**src/rtl/date_pkg.sv**
```systemverilog
// Shared calendar constants and FSM state type for the date encoder/decoder pair.
// DATE_ENCODER_LEAP_EN enables the 29-day February when the leap flag is set.
package date_pkg;

    localparam logic [6:0] JAN_LEN = 7'd31;
    localparam logic [6:0] FEB_LEN = 7'd28;
    localparam logic [6:0] MAR_LEN = 7'd31;
    localparam logic [6:0] APR_LEN = 7'd30;

    localparam logic [1:0] MONTH_JAN = 2'd0;
    localparam logic [1:0] MONTH_FEB = 2'd1;
    localparam logic [1:0] MONTH_MAR = 2'd2;
    localparam logic [1:0] MONTH_APR = 2'd3;

`ifdef DATE_ENCODER_LEAP_EN
    localparam logic LEAP_EN = 1'b1;
`else
    localparam logic LEAP_EN = 1'b0;
`endif

    typedef enum logic [1:0] {
        ST_IDLE  = 2'd0,
        ST_CHECK = 2'd1,
        ST_ACCUM = 2'd2,
        ST_DONE  = 2'd3
    } state_e;

    // With the leap feature compiled out the leap flag is masked to zero.
    function automatic logic [6:0] month_len(input logic [1:0] m, input logic leap);
        logic [6:0] len;
        case (m)
            MONTH_JAN: len = JAN_LEN;
            MONTH_FEB: len = FEB_LEN + {6'd0, leap & LEAP_EN};
            MONTH_MAR: len = MAR_LEN;
            default:   len = APR_LEN;
        endcase
        return len;
    endfunction

endpackage

```
**src/rtl/date_encoder_bcd_day_check.sv**
```systemverilog
// Combinational BCD day decode and range check against the selected month length.
module bcd_day_check
    import date_pkg::*;
(
    input  logic [1:0] day_tens,
    input  logic [3:0] day_ones,
    input  logic [1:0] month,
    input  logic       leap,
    output logic [6:0] day,
    output logic       valid
);

    logic [6:0] len;

    always_comb begin
        day   = ({5'd0, day_tens} * 7'd10) + {3'd0, day_ones};
        len   = month_len(month, leap);
        valid = (day_ones <= 4'd9) && (day != 7'd0) && (day <= len);
    end

endmodule

```
**src/rtl/date_encoder.sv**
```systemverilog
// Month/BCD-day to day-of-year converter (Jan..Apr) with start/done handshake.
// Leap-year February is enabled by defining DATE_ENCODER_LEAP_EN.
module date_encoder
    import date_pkg::*;
(
    input  logic       clk,
    input  logic       rst,
    input  logic       start,
    input  logic [1:0] month,
    input  logic [1:0] dayTens,
    input  logic [3:0] dayOnes,
    input  logic       leapYear,
    output logic       busy,
    output logic       done,
    output logic       err,
    output logic [6:0] date
);

    state_e     state_q, state_d;
    logic [1:0] month_q, month_d;
    logic [1:0] tens_q, tens_d;
    logic [3:0] ones_q, ones_d;
    logic       leap_q, leap_d;
    logic [6:0] acc_q, acc_d;
    logic [1:0] m_q, m_d;
    logic       busy_q, busy_d;
    logic       done_q, done_d;
    logic       err_q, err_d;
    logic [6:0] date_q, date_d;

    logic [6:0] chk_day;
    logic       chk_valid;

    bcd_day_check u_day_check (
        .day_tens (tens_q),
        .day_ones (ones_q),
        .month    (month_q),
        .leap     (leap_q),
        .day      (chk_day),
        .valid    (chk_valid)
    );

    always_ff @(posedge clk or posedge rst) begin
        if (rst) begin
            state_q <= ST_IDLE;
            month_q <= '0;
            tens_q  <= '0;
            ones_q  <= '0;
            leap_q  <= 1'b0;
            acc_q   <= '0;
            m_q     <= '0;
            busy_q  <= 1'b0;
            done_q  <= 1'b0;
            err_q   <= 1'b0;
            date_q  <= '0;
        end else begin
            state_q <= state_d;
            month_q <= month_d;
            tens_q  <= tens_d;
            ones_q  <= ones_d;
            leap_q  <= leap_d;
            acc_q   <= acc_d;
            m_q     <= m_d;
            busy_q  <= busy_d;
            done_q  <= done_d;
            err_q   <= err_d;
            date_q  <= date_d;
        end
    end

    always_comb begin
        state_d = state_q;
        case (state_q)
            ST_IDLE:  if (start) state_d = ST_CHECK;
            ST_CHECK: begin
                if (!chk_valid || (month_q == MONTH_JAN)) state_d = ST_DONE;
                else                                      state_d = ST_ACCUM;
            end
            ST_ACCUM: if ((m_q + 2'd1) == month_q) state_d = ST_DONE;
            ST_DONE:  state_d = ST_IDLE;
            default:  state_d = ST_IDLE;
        endcase
    end

    // Outputs are loaded from the next state so they appear registered in the DONE cycle.
    always_comb begin
        month_d = month_q;
        tens_d  = tens_q;
        ones_d  = ones_q;
        leap_d  = leap_q;
        acc_d   = acc_q;
        m_d     = m_q;
        date_d  = date_q;
        err_d   = err_q;
        busy_d  = (state_d != ST_IDLE);
        done_d  = (state_d == ST_DONE);

        case (state_q)
            ST_IDLE: begin
                if (start) begin
                    month_d = month;
                    tens_d  = dayTens;
                    ones_d  = dayOnes;
                    leap_d  = leapYear;
                end
            end
            ST_CHECK: begin
                if (chk_valid) begin
                    acc_d = chk_day;
                    m_d   = 2'd0;
                end
            end
            ST_ACCUM: begin
                acc_d = acc_q + month_len(m_q, leap_q);
                m_d   = m_q + 2'd1;
            end
            default: ;
        endcase

        if (state_d == ST_DONE) begin
            if ((state_q == ST_CHECK) && !chk_valid) begin
                date_d = 7'd0;
                err_d  = 1'b1;
            end else begin
                date_d = acc_d;
                err_d  = 1'b0;
            end
        end
    end

    assign busy = busy_q;
    assign done = done_q;
    assign err  = err_q;
    assign date = date_q;

endmodule

```
**config.mk**
```make
export PLATFORM = sky130hd
export DESIGN_NAME = date_encoder
export DESIGN_NICKNAME = d
export VERILOG_FILES = /design/src/rtl/date_pkg.sv /design/src/rtl/date_encoder_bcd_day_check.sv /design/src/rtl/date_encoder.sv
export SDC_FILE = /design/constraint.sdc
export NUM_CORES = 1
export LEC_CHECK = 0
export CELL_PAD_IN_SITES_DETAIL_PLACEMENT = 1
export CELL_PAD_IN_SITES_GLOBAL_PLACEMENT = 2
export CORE_ASPECT_RATIO = 1.4
export CORE_UTILIZATION = 38
export CTS_CLUSTER_SIZE = 24
export DETAILED_ROUTE_END_ITERATION = 8
export PLACE_DENSITY = 0.95
export SLEW_MARGIN = 20
export SYNTH_ARGS = -nofsm -noshare
export SYNTH_HDL_FRONTEND = slang
export SYNTH_SLANG_ARGS = --single-unit
```
**constraint.sdc**
```tcl
create_clock -name clk -period 4.98 [get_ports clk]
set_input_delay 0.498 -clock clk [delete_from_list [all_inputs] [get_ports clk]]
set_output_delay 0.498 -clock clk [all_outputs]
set_load 0.02 [all_outputs]
```
==> summary.md <==
| Metric | Value |
|---|---|
| Status | finished clean |
| Number of gates resized after CTS | 0 |
| Max-Cap Viols | 0 |
| Drt first pass iters | 4 |
| Bufs and invs on worst path | 0 |
| WS Path Type | flop to flop |
| Count of cell types in the netlist | 44 |
| Initial antenna violation count | 0 |
| Die ar. | 4780 um2 |
| Largest net degree at the start of global routing | 30 |
| Setup violators final | 0 |
| Period utilization | 54.9% |
| Ant. Diodes | 0 |
| Max Clock Skew | 6.42 ps |
| Vias in the first global route | 1464 |
| DRC viols | 0 |
| Worst Tran Pin Value | 616 ps |
| CP arrival | 2950 ps |
| Layout cell share with drive strength beyond 1 | 13.7% |
| Synth Net Count | 192 |
| Chip width | 58.7 um |
| Final hold violations | 0 |
| Unrepaired setup endpoints after global routing | false |
| Area added between synthesis and finish | 20.4% |
| Drt first-iter violations | 41 |
| Die H | 81.4 um |
| Port Buffers | 20 |
| Total negative setup slack | 0 ps |
| Post-route ant nets | 0 |
| Fmax achieved | 366 MHz |
| Setup bufs post-CTS | 0 |
| CP endpoint kind | flop |
| CTS tree | yes |
| Routability congestion estimate | 0.788 |
| Dpl cells | 243 |
| Final critical-path required period | 2730 ps |
| Post-Route WL | 4130 um |
| Worst Path Max Fanout | 6 |
| Total CTS buffers | 5 |
| YS warnings | 0 |
| Via density | 5.42 |
| Required time worst endpoint | 5200 ps |
| Non-filler cells, final | 250 |
| Crit-path slowest cell | dfrtp_1 |
| Root Driver | clkbuf_8 |
| Synth Area per Inst | 10.3 um2 |
| Top_reg_cell synth | dfrtp_1 |
| Async set or reset register ratio after synthesis | 100% |
| Nets | 216 |
| Via count | 1356 |
| Reg2Reg Setup Slack | 2250 ps |
| Max Root-Sink Buffers | 2 |
| Io pins | 22 |
| EDFF count, synth | 0 |
| Slew HR | 58.9% |
| Cell Rows | 28 |
| GRT overflow | 0 |
| Starting Density | 40.0% |
| Post-DP HPWL | 3190 um |
| H-tree Lvls | 2 |
| Yosys reg bits | 29 |
| Total GRT Usage | 20.1% |
| Post-CTS Hold Buffers | 0 |
| Post-Syn Area | 1710 um2 |
| Seq/Total Area, Yosys | 42.4% |
| Startpoint Class | flop |
| HP Class | flop to flop |
| Clk Latency, worst-skew pair | 280 ps |
| Cell count after synthesis | 166 |
| Final Core Density | 48.2% |
| First-pass GRT wire length | 7000 um |
| DR WL/cell | 16.5 um |
| Sink Count | 29 |
| Worst Setup Slack, final | 2250 ps |
| Final Max Tran Viols | 0 |
| Clock slew at reported path FFs | 60 ps |
| Max incr delay on CP | 400 ps |
| Most frequent CP cell | ha_1 |
| Core area | 4270 um2 |
| Filler cells | 515 |
| Cell Chain, Critical Path | ha_1, ha_1, nor2b_1, o2111ai_1, nand4_1, and2_4, a21oi_2, a32o_1 |
| CP delay by family, top | simple AND/OR/NAND/NOR gates |
| Worst slack at placement | 2330 ps |
-- layout by cell type, fill, tap and decap left out, types with 3 or more instances in the layout --
cell type and instances:
clkbuf_8 6, a21o_1 4, o21ai_0 6, dfrtp_1 29, nand2_1 14, a22o_1 5
inv_1 15, ha_1 12, mux2i_1 3, clkdlybuf4s50_1 20, mux2_2 8, nand3_1 3
nor2_1 9, a21oi_1 9, nor3_1 3, xor2_1 5
-- cell usage after synthesis, types with 2 or more instances --
| master | number | area (um2) |
|---|---|---|
| a21o_1 | 4 | 30.0 |
| a21oi_1 | 9 | 45.0 |
| a21oi_2 | 2 | 17.5 |
| a22o_1 | 5 | 43.8 |
| a32o_1 | 2 | 20.0 |
| and2_4 | 2 | 17.5 |
| clkbuf_1 | 2 | 7.51 |
| dfrtp_1 | 29 | 726 |
| fa_1 | 2 | 40.0 |
| ha_1 | 12 | 150 |
| inv_1 | 16 | 60.1 |
| mux2_2 | 8 | 90.1 |
| mux2i_1 | 3 | 30.0 |
| nand2_1 | 14 | 52.6 |
| nand3_1 | 3 | 15.0 |
| nand4_1 | 2 | 12.5 |
| nor2_1 | 9 | 33.8 |
| nor3_1 | 3 | 15.0 |
| nor3b_1 | 2 | 15.0 |
| o211ai_1 | 2 | 15.0 |
| o21ai_0 | 6 | 30.0 |
| o2bb2ai_1 | 2 | 17.5 |
| xnor2_1 | 2 | 17.5 |
| xor2_1 | 5 | 43.8 |
-- logic make-up after synthesis --
family | after synthesis | synth area share [%]
compound gates | 43 | 18.7
fa+ha+maj | 14 | 11.1
buf+inv | 19 | 4.24
xor+xnor | 7 | 3.58
mux | 11 | 7.02
flops | 29 | 42.4
simple gates | 43 | 12.9
-- path summary, 6_finish.rpt --
| path | from | endpoint | depth (start not counted) |
|---|---|---|---|
| worst max-delay path | tens_q[0] | date[2] | 8 |
| worst min-delay path | date[3] | date[3] | 1 |
| worst max register to register | tens_q[0] | date[2] | 8 |
| worst min register to register | date[3] | date[3] | 1 |
| max in group asynchronous | rst | month_q[0] | 2 |
| min in group asynchronous | rst | acc_q[0] | 2 |
-- through the flow --
step	instance area, um2	hold slack, ps
floorplan	1710	456
global placement	1970	474
detailed placement	1970	481
CTS	2060	500
global route	2060	511
finish	2060	494
-- layer usage --
metal	global-route usage (%)	up-vias	wire length (um)
met5	0	-	0
met4	8.57	0	92
met3	4.30	8	132
met2	39.3	31	2400
met1	19.7	686	1510
li1	-	631	-
-- worst register-to-register path, cell delays in order, from the launching register on --
cell       delay [ps]
dfrtp_1           400
ha_1              380
ha_1              330
nor2b_1           130
o2111ai_1         270
nand4_1           340
and2_4            310
a21oi_2           290
a32o_1            210
-- sequential cells by signal (all words and copies together), names as in the netlist --
| name | count |
|---|---|
| acc_q | 7 |
| busy | 1 |
| date | 7 |
| done | 1 |
| err | 1 |
| m_q | 2 |
| month_q | 2 |
| ones_q | 4 |
| state_q | 2 |
| tens_q | 2 |
-- final cells by class --
class | count | area (um2) | area share [%]
Timing Repair Buffer | 20 | 200 | 9.72
Tap cell | 60 | 75.1 | 3.65
Sequential cell | 29 | 726 | 35.2
Clock buffer | 7 | 86.3 | 4.19
Multi-Input combinational cell | 118 | 912 | 44.3
Inverter | 16 | 60.1 | 2.92
Power is not shown: default switching activity piles up to over one toggle a cycle in this logic, so the estimate is an artifact.
